===== src/rtl/alu_ctrl_fsm.sv =====
// alu_ctrl_fsm: multi-cycle control sequencer for the 8-bit ALU datapath.
// It steps through fetch, decode, execute, memory and writeback. Outputs are
// decoded from the registered state. Write strobes are held low while reset_n is low.
// Optional feature macro: ALU_CTRL_COND_BRANCH_EN
//   When defined, the flag register is present and branches test Cond.
//   When not defined, FlagsQ reads 0 and every branch is taken.
module alu_ctrl_fsm #(
    parameter int MEM_WAIT = 0
) (
    input  logic       clk,
    input  logic       reset_n,
    input  logic [1:0] Op,
    input  logic [2:0] Funct,
    input  logic       ImmSel,
    input  logic       L,
    input  logic [1:0] Cond,
    input  logic [3:0] ALUFlags,
    output logic       PCWrite,
    output logic       IRWrite,
    output logic       MemWrite,
    output logic       RegWrite,
    output logic       FlagWrite,
    output logic       AdrSrc,
    output logic [1:0] ResultSrc,
    output logic       ALUSrcA,
    output logic [1:0] ALUSrcB,
    output logic       ALUOp,
    output logic [2:0] ALUControl,
    output logic [3:0] FlagsQ,
    output logic       Halted,
    output logic [3:0] State
);

    typedef enum logic [3:0] {
        FETCH  = 4'd0,
        DECODE = 4'd1,
        EXECR  = 4'd2,
        EXECI  = 4'd3,
        ALUWB  = 4'd4,
        MEMADR = 4'd5,
        MEMRD  = 4'd6,
        MEMWB  = 4'd7,
        MEMWR  = 4'd8,
        BRANCH = 4'd9,
        HALT   = 4'd10
    } state_t;

    localparam logic [2:0] WAIT_MAX = 3'(MEM_WAIT);

    state_t     stateQ;
    logic [2:0] waitCnt;
    logic       waitDone;
    logic       branchTaken;
    logic [3:0] flagsReg;

    logic       pcWriteRaw;
    logic       irWriteRaw;
    logic       memWriteRaw;
    logic       regWriteRaw;
    logic       flagWriteRaw;

    assign waitDone = (waitCnt == WAIT_MAX);

    // State sequencing and the shared memory wait counter. The counter returns
    // to zero whenever it is not counting, so it is already clear on entry to
    // FETCH or MEMRD.
    always_ff @(posedge clk or negedge reset_n) begin
        if (!reset_n) begin
            stateQ  <= FETCH;
            waitCnt <= 3'd0;
        end else begin
            if ((stateQ == FETCH || stateQ == MEMRD) && !waitDone) begin
                waitCnt <= waitCnt + 3'd1;
            end else begin
                waitCnt <= 3'd0;
            end
            case (stateQ)
                FETCH:  if (waitDone) stateQ <= DECODE;
                DECODE: begin
                    case (Op)
                        2'b00: begin
                            if (Funct <= 3'b101) stateQ <= ImmSel ? EXECI : EXECR;
                            else                 stateQ <= FETCH;
                        end
                        2'b01:   stateQ <= MEMADR;
                        2'b10:   stateQ <= BRANCH;
                        default: stateQ <= (Funct == 3'b111) ? HALT : FETCH;
                    endcase
                end
                EXECR, EXECI: stateQ <= ALUWB;
                MEMADR:       stateQ <= L ? MEMRD : MEMWR;
                MEMRD:        if (waitDone) stateQ <= MEMWB;
                HALT:         stateQ <= HALT;
                default:      stateQ <= FETCH;
            endcase
        end
    end

`ifdef ALU_CTRL_COND_BRANCH_EN
    // Flags are captured only by data-processing execute states, so a branch
    // sees the flags of the most recent arithmetic instruction.
    always_ff @(posedge clk or negedge reset_n) begin
        if (!reset_n) begin
            flagsReg <= 4'd0;
        end else if (flagWriteRaw) begin
            flagsReg <= ALUFlags;
        end
    end

    // Branch condition against the latched {CO,OVF,N,Z}.
    always_comb begin
        branchTaken = 1'b1;
        case (Cond)
            2'b01:   branchTaken = flagsReg[0];
            2'b10:   branchTaken = !flagsReg[0];
            2'b11:   branchTaken = flagsReg[1];
            default: branchTaken = 1'b1;
        endcase
    end
`else
    logic unusedInputs;
    assign unusedInputs = ^{ALUFlags, Cond};
    assign flagsReg     = 4'd0;
    assign branchTaken  = 1'b1;
`endif

    // Moore output decode. PCWrite in BRANCH is the only output that also
    // depends on the branch condition.
    always_comb begin
        pcWriteRaw   = 1'b0;
        irWriteRaw   = 1'b0;
        memWriteRaw  = 1'b0;
        regWriteRaw  = 1'b0;
        flagWriteRaw = 1'b0;
        AdrSrc       = 1'b0;
        ResultSrc    = 2'b00;
        ALUSrcA      = 1'b0;
        ALUSrcB      = 2'b00;
        ALUOp        = 1'b0;
        ALUControl   = 3'b000;
        case (stateQ)
            FETCH: begin
                ALUSrcA    = 1'b1;
                ALUSrcB    = 2'b10;
                ALUOp      = 1'b1;
                ResultSrc  = 2'b10;
                irWriteRaw = waitDone;
                pcWriteRaw = waitDone;
            end
            DECODE: begin
                ALUSrcA = 1'b1;
                ALUSrcB = 2'b01;
                ALUOp   = 1'b1;
            end
            EXECR, EXECI: begin
                ALUSrcB      = (stateQ == EXECI) ? 2'b01 : 2'b00;
                ALUOp        = 1'b1;
                ALUControl   = Funct;
                flagWriteRaw = 1'b1;
            end
            ALUWB: regWriteRaw = 1'b1;
            MEMADR: begin
                ALUSrcB = 2'b01;
                ALUOp   = 1'b1;
            end
            MEMRD: AdrSrc = 1'b1;
            MEMWB: begin
                regWriteRaw = 1'b1;
                ResultSrc   = 2'b01;
            end
            MEMWR: begin
                AdrSrc      = 1'b1;
                memWriteRaw = 1'b1;
            end
            BRANCH: pcWriteRaw = branchTaken;
            default: begin
            end
        endcase
    end

    assign PCWrite   = reset_n & pcWriteRaw;
    assign IRWrite   = reset_n & irWriteRaw;
    assign MemWrite  = reset_n & memWriteRaw;
    assign RegWrite  = reset_n & regWriteRaw;
    assign FlagWrite = reset_n & flagWriteRaw;
    assign FlagsQ    = flagsReg;
    assign Halted    = (stateQ == HALT);
    assign State     = stateQ;

endmodule


===== config.mk =====
export PLATFORM = sky130hd
export DESIGN_NAME = alu_ctrl_fsm
export DESIGN_NICKNAME = d
export VERILOG_FILES = /design/src/rtl/alu_ctrl_fsm.sv
export SDC_FILE = /design/constraint.sdc
export NUM_CORES = 1
export LEC_CHECK = 0
export CAP_MARGIN = 20
export CORE_MARGIN = 8
export CORE_UTILIZATION = 35
export DETAILED_ROUTE_END_ITERATION = 16
export PLACE_DENSITY = 0.79
export SETUP_SLACK_MARGIN = 0.2
export SLEW_MARGIN = 0
export SYNTH_ARGS = -nofsm -noshare
export SYNTH_HDL_FRONTEND = slang
export SYNTH_SLANG_ARGS = --single-unit

===== constraint.sdc =====
create_clock -name clk -period 1.4 [get_ports clk]
set_clock_uncertainty 0.15 [all_clocks]
set_input_delay 0.35 -clock clk [delete_from_list [all_inputs] [get_ports clk]]
set_output_delay 0.35 -clock clk [all_outputs]
set_load 0.005 [all_outputs]

==> flow_summary.toml <==
[final_layout]
syn2layout_area_growth_pct = 120.0
final_cell_mix = "buf_6 (38), buf_4 (26), buf_2 (10)"
fin_nets = 195
final_common_cell = "buf_6"
nFillCells = 104
drive_gt1_share_pct = 70.52
stdcell_count = 200
num_antenna_cells = 0

[synthesis]
async_flop_share_pct = 100.0
synthCells = 91
synth_edf_count = 0
ys_ff_latch = 7
syn_area_per_cell_um2 = 8.236
synth_warnings = 0
yosysUniqueCellTypes = 38
synth_area_um2 = 749.5
yosysSeqAreaShare_pct = 23.37
yosys_most_used_dff = "dfrtp_1"

[routing]
via_per_inst = 5.015
wl_per_cell_um = 18.39
drtIter0Drc = 55
drc = 0
dr.pass1.iters = 4
drtAntennaViolNets = 0
wirelength_mm = 3.678
via_count = 1003

[placed_design]
dp.final_hpwl_mm = 1.752
place_inst = 166
routabilityCongestion = 0.8389
portBuffers = 28

[floorplanning]
die_w_um = 62.28
die-height_um = 62.28
ios = 39
dieArea_um2 = 3878
rows = 16
start_util_pct = 37.82
coreArea_um2 = 1982

[setup_path]
slowest_delay_ps = 450
path_class = "flip-flop to output port"
critPathLaunchType = "flip-flop"
path_max_fanout = 4
crit_path_end_kind = "output port"
cp_data_arrival_time_ps = 1400
crit_chain = "buf_6 -> nor2b_4 -> buf_6 -> nor3_2 -> buf_2"
crit_path_top_delay_cell = "dfrtp_2"
cp.required_ps = 900
crit_top_cell = "buf_6"
cp_top_family = "flip-flops"
cp.buffers_inverters = 3

[clock_tree]
h-tree-depth = 1
root_buffer = "clkbuf_4"
cts.sinks = 7
path_clk_slew_ps = 60
postCtsHoldBufs = 0
cts_tree = "yes"
cts_buffers = 3
clock_path_buffers = 2
clock_latency_ps = 250

[grt]
grt_max_degree = 8
antenna_found_initial = 0
grt_overflow_total = 0
first_global_vias = 1046
grt_pass1_wl_mm = 4.968
grt_use_total_pct = 15.44

[timing]
setup_slack_ps = -495.2
drv_slew = 0
hold_viol = 0
post-route-period-util_pct = 135.4
fin_crit_ps = 1895
clock.fmax_ghz = 0.5276
grt_setup_unrepaired = "yes"
setup_violations = 27

[power]
ir_drop_v = 0.001009
p_per_area_nw_per_um2 = 1756
power_mw = 2.895
power_leakage_nw = 0.8388

[hold_path]
hp-class = "input port to asynchronous set/reset pin"

[run]
max_cap_viol_count = 0

[run_status]
run_status = "finished with violations"
violations = "negative setup slack"
[cell usage after synthesis (3+ instances only)]
cell type	instances	area, µm²
a21oi_1	6	30.03
and3_1	6	37.54
buf_4	6	45.04
dfrtp_1	7	175.2
ha_1	6	75.07
inv_1	7	26.28
nand2_1	8	30.03
nor2_1	8	30.03
o21ai_0	3	15.01
[cell families (layout without fill, tap and decap cells)]
| family | Yosys count | in the layout | synth area share [%] |
|---|---|---|---|
| buffers and inverters | 17 | 96 | 13.69 |
| AOI/OAI and AO/OA | 15 | 15 | 13.36 |
| other | 1 | 4 | 0.5004 |
| DFF | 7 | 7 | 23.37 |
| xor gates and xnor gates | 1 | 1 | 1.169 |
| adders and majority gates | 6 | 6 | 10.02 |
| and+or+nand+nor | 43 | 43 | 36.57 |
| muxes | 1 | 1 | 1.336 |
[repair_timing]
| item | CTS | global route |
|---|---|---|
| endpoints found under the setup margin | 27 | 27 |
| buffers inserted | 26 | 4 |
| gates resized for setup | 123 | 28 |
| pin swaps | 20 | 5 |
| gates cloned | 0 | 0 |
[flip-flops by register name, indices dropped and copies added (netlist names)]
signal / cells
waitCnt: 3
State: 4
[power breakdown]
part | total (mW) | switching (mW) | leakage (nW) | internal, mW
combinational | 2.38 | 1.00 | 0.734 | 1.38
clock | 0.192 | 0.0829 | 0.0150 | 0.109
sequential | 0.323 | 0.0717 | 0.0900 | 0.251
total | 2.90 | 1.16 | 0.839 | 1.74
[final cells by class]
| class | count | area, µm² | share of cell area, % |
|---|---|---|---|
| Timing Repair Buffer | 84 | 759.5 | 46.05 |
| Inverter | 8 | 35.03 | 2.124 |
| Multi-Input combinational cell | 70 | 615.6 | 37.33 |
| Clock buffer | 4 | 26.28 | 1.593 |
| Sequential cell | 7 | 178.9 | 10.85 |
| Tap cell | 27 | 33.78 | 2.049 |
[stage by stage]
stage                     area [µm²]  hold WS, ps  setup slack, ps  TNS (ps)  util (%)
after floorplan                793.3       -95.59           -148.9    -390.5         -
after global placement          1220        353.6           -781.9    -12450     61.55
after detailed placement        1220        362.7           -821.5    -12900     61.55
after CTS                       1536        173.1           -451.4     -7883     77.53
after global routing            1649        199.9           -551.2    -10280     83.21
final                           1649        189.8           -495.2     -9172     83.21
[worst register-to-register path, delay by kind of cell, from the launching register on]
| kind | cells | cell delay (ps) |
|---|---|---|
| flip-flops | 1 | 480 |
| buffers and inverters | 4 | 470 |
| AO/OA/AOI/OAI | 2 | 420 |
| AND/OR/NAND/NOR | 2 | 140 |
[worst paths after layout]
path                                       from              endpoint  slack, ps  depth (start not counted)
hold / removal                          reset_n  waitCnt[0]$_DFF_PN0_        190                          2
max in group asynchronous               reset_n  State[3]$_DFFE_PN0P_        790                          2
setup / recovery           State[1]$_DFFE_PN0P_              RegWrite       -500                          5
setup reg to reg           State[2]$_DFFE_PN0P_  State[0]$_DFFE_PN0P_       -350                          8
hold reg to reg            waitCnt[0]$_DFF_PN0_  waitCnt[0]$_DFF_PN0_        400                          2
min in group clk           waitCnt[0]$_DFF_PN0_  waitCnt[0]$_DFF_PN0_        400                          2
[metal layers]
metal / up-vias / part of all wire, % / GRT usage (%)
li1: 464 / - / -
met1: 479 / 38 / 16.75
met2: 50 / 53 / 28.85
met3: 10 / 6.4 / 4.122
met4: 0 / 2.2 / 3.419
met5: - / 0 / 0
Power figures use the tool's default switching activity.
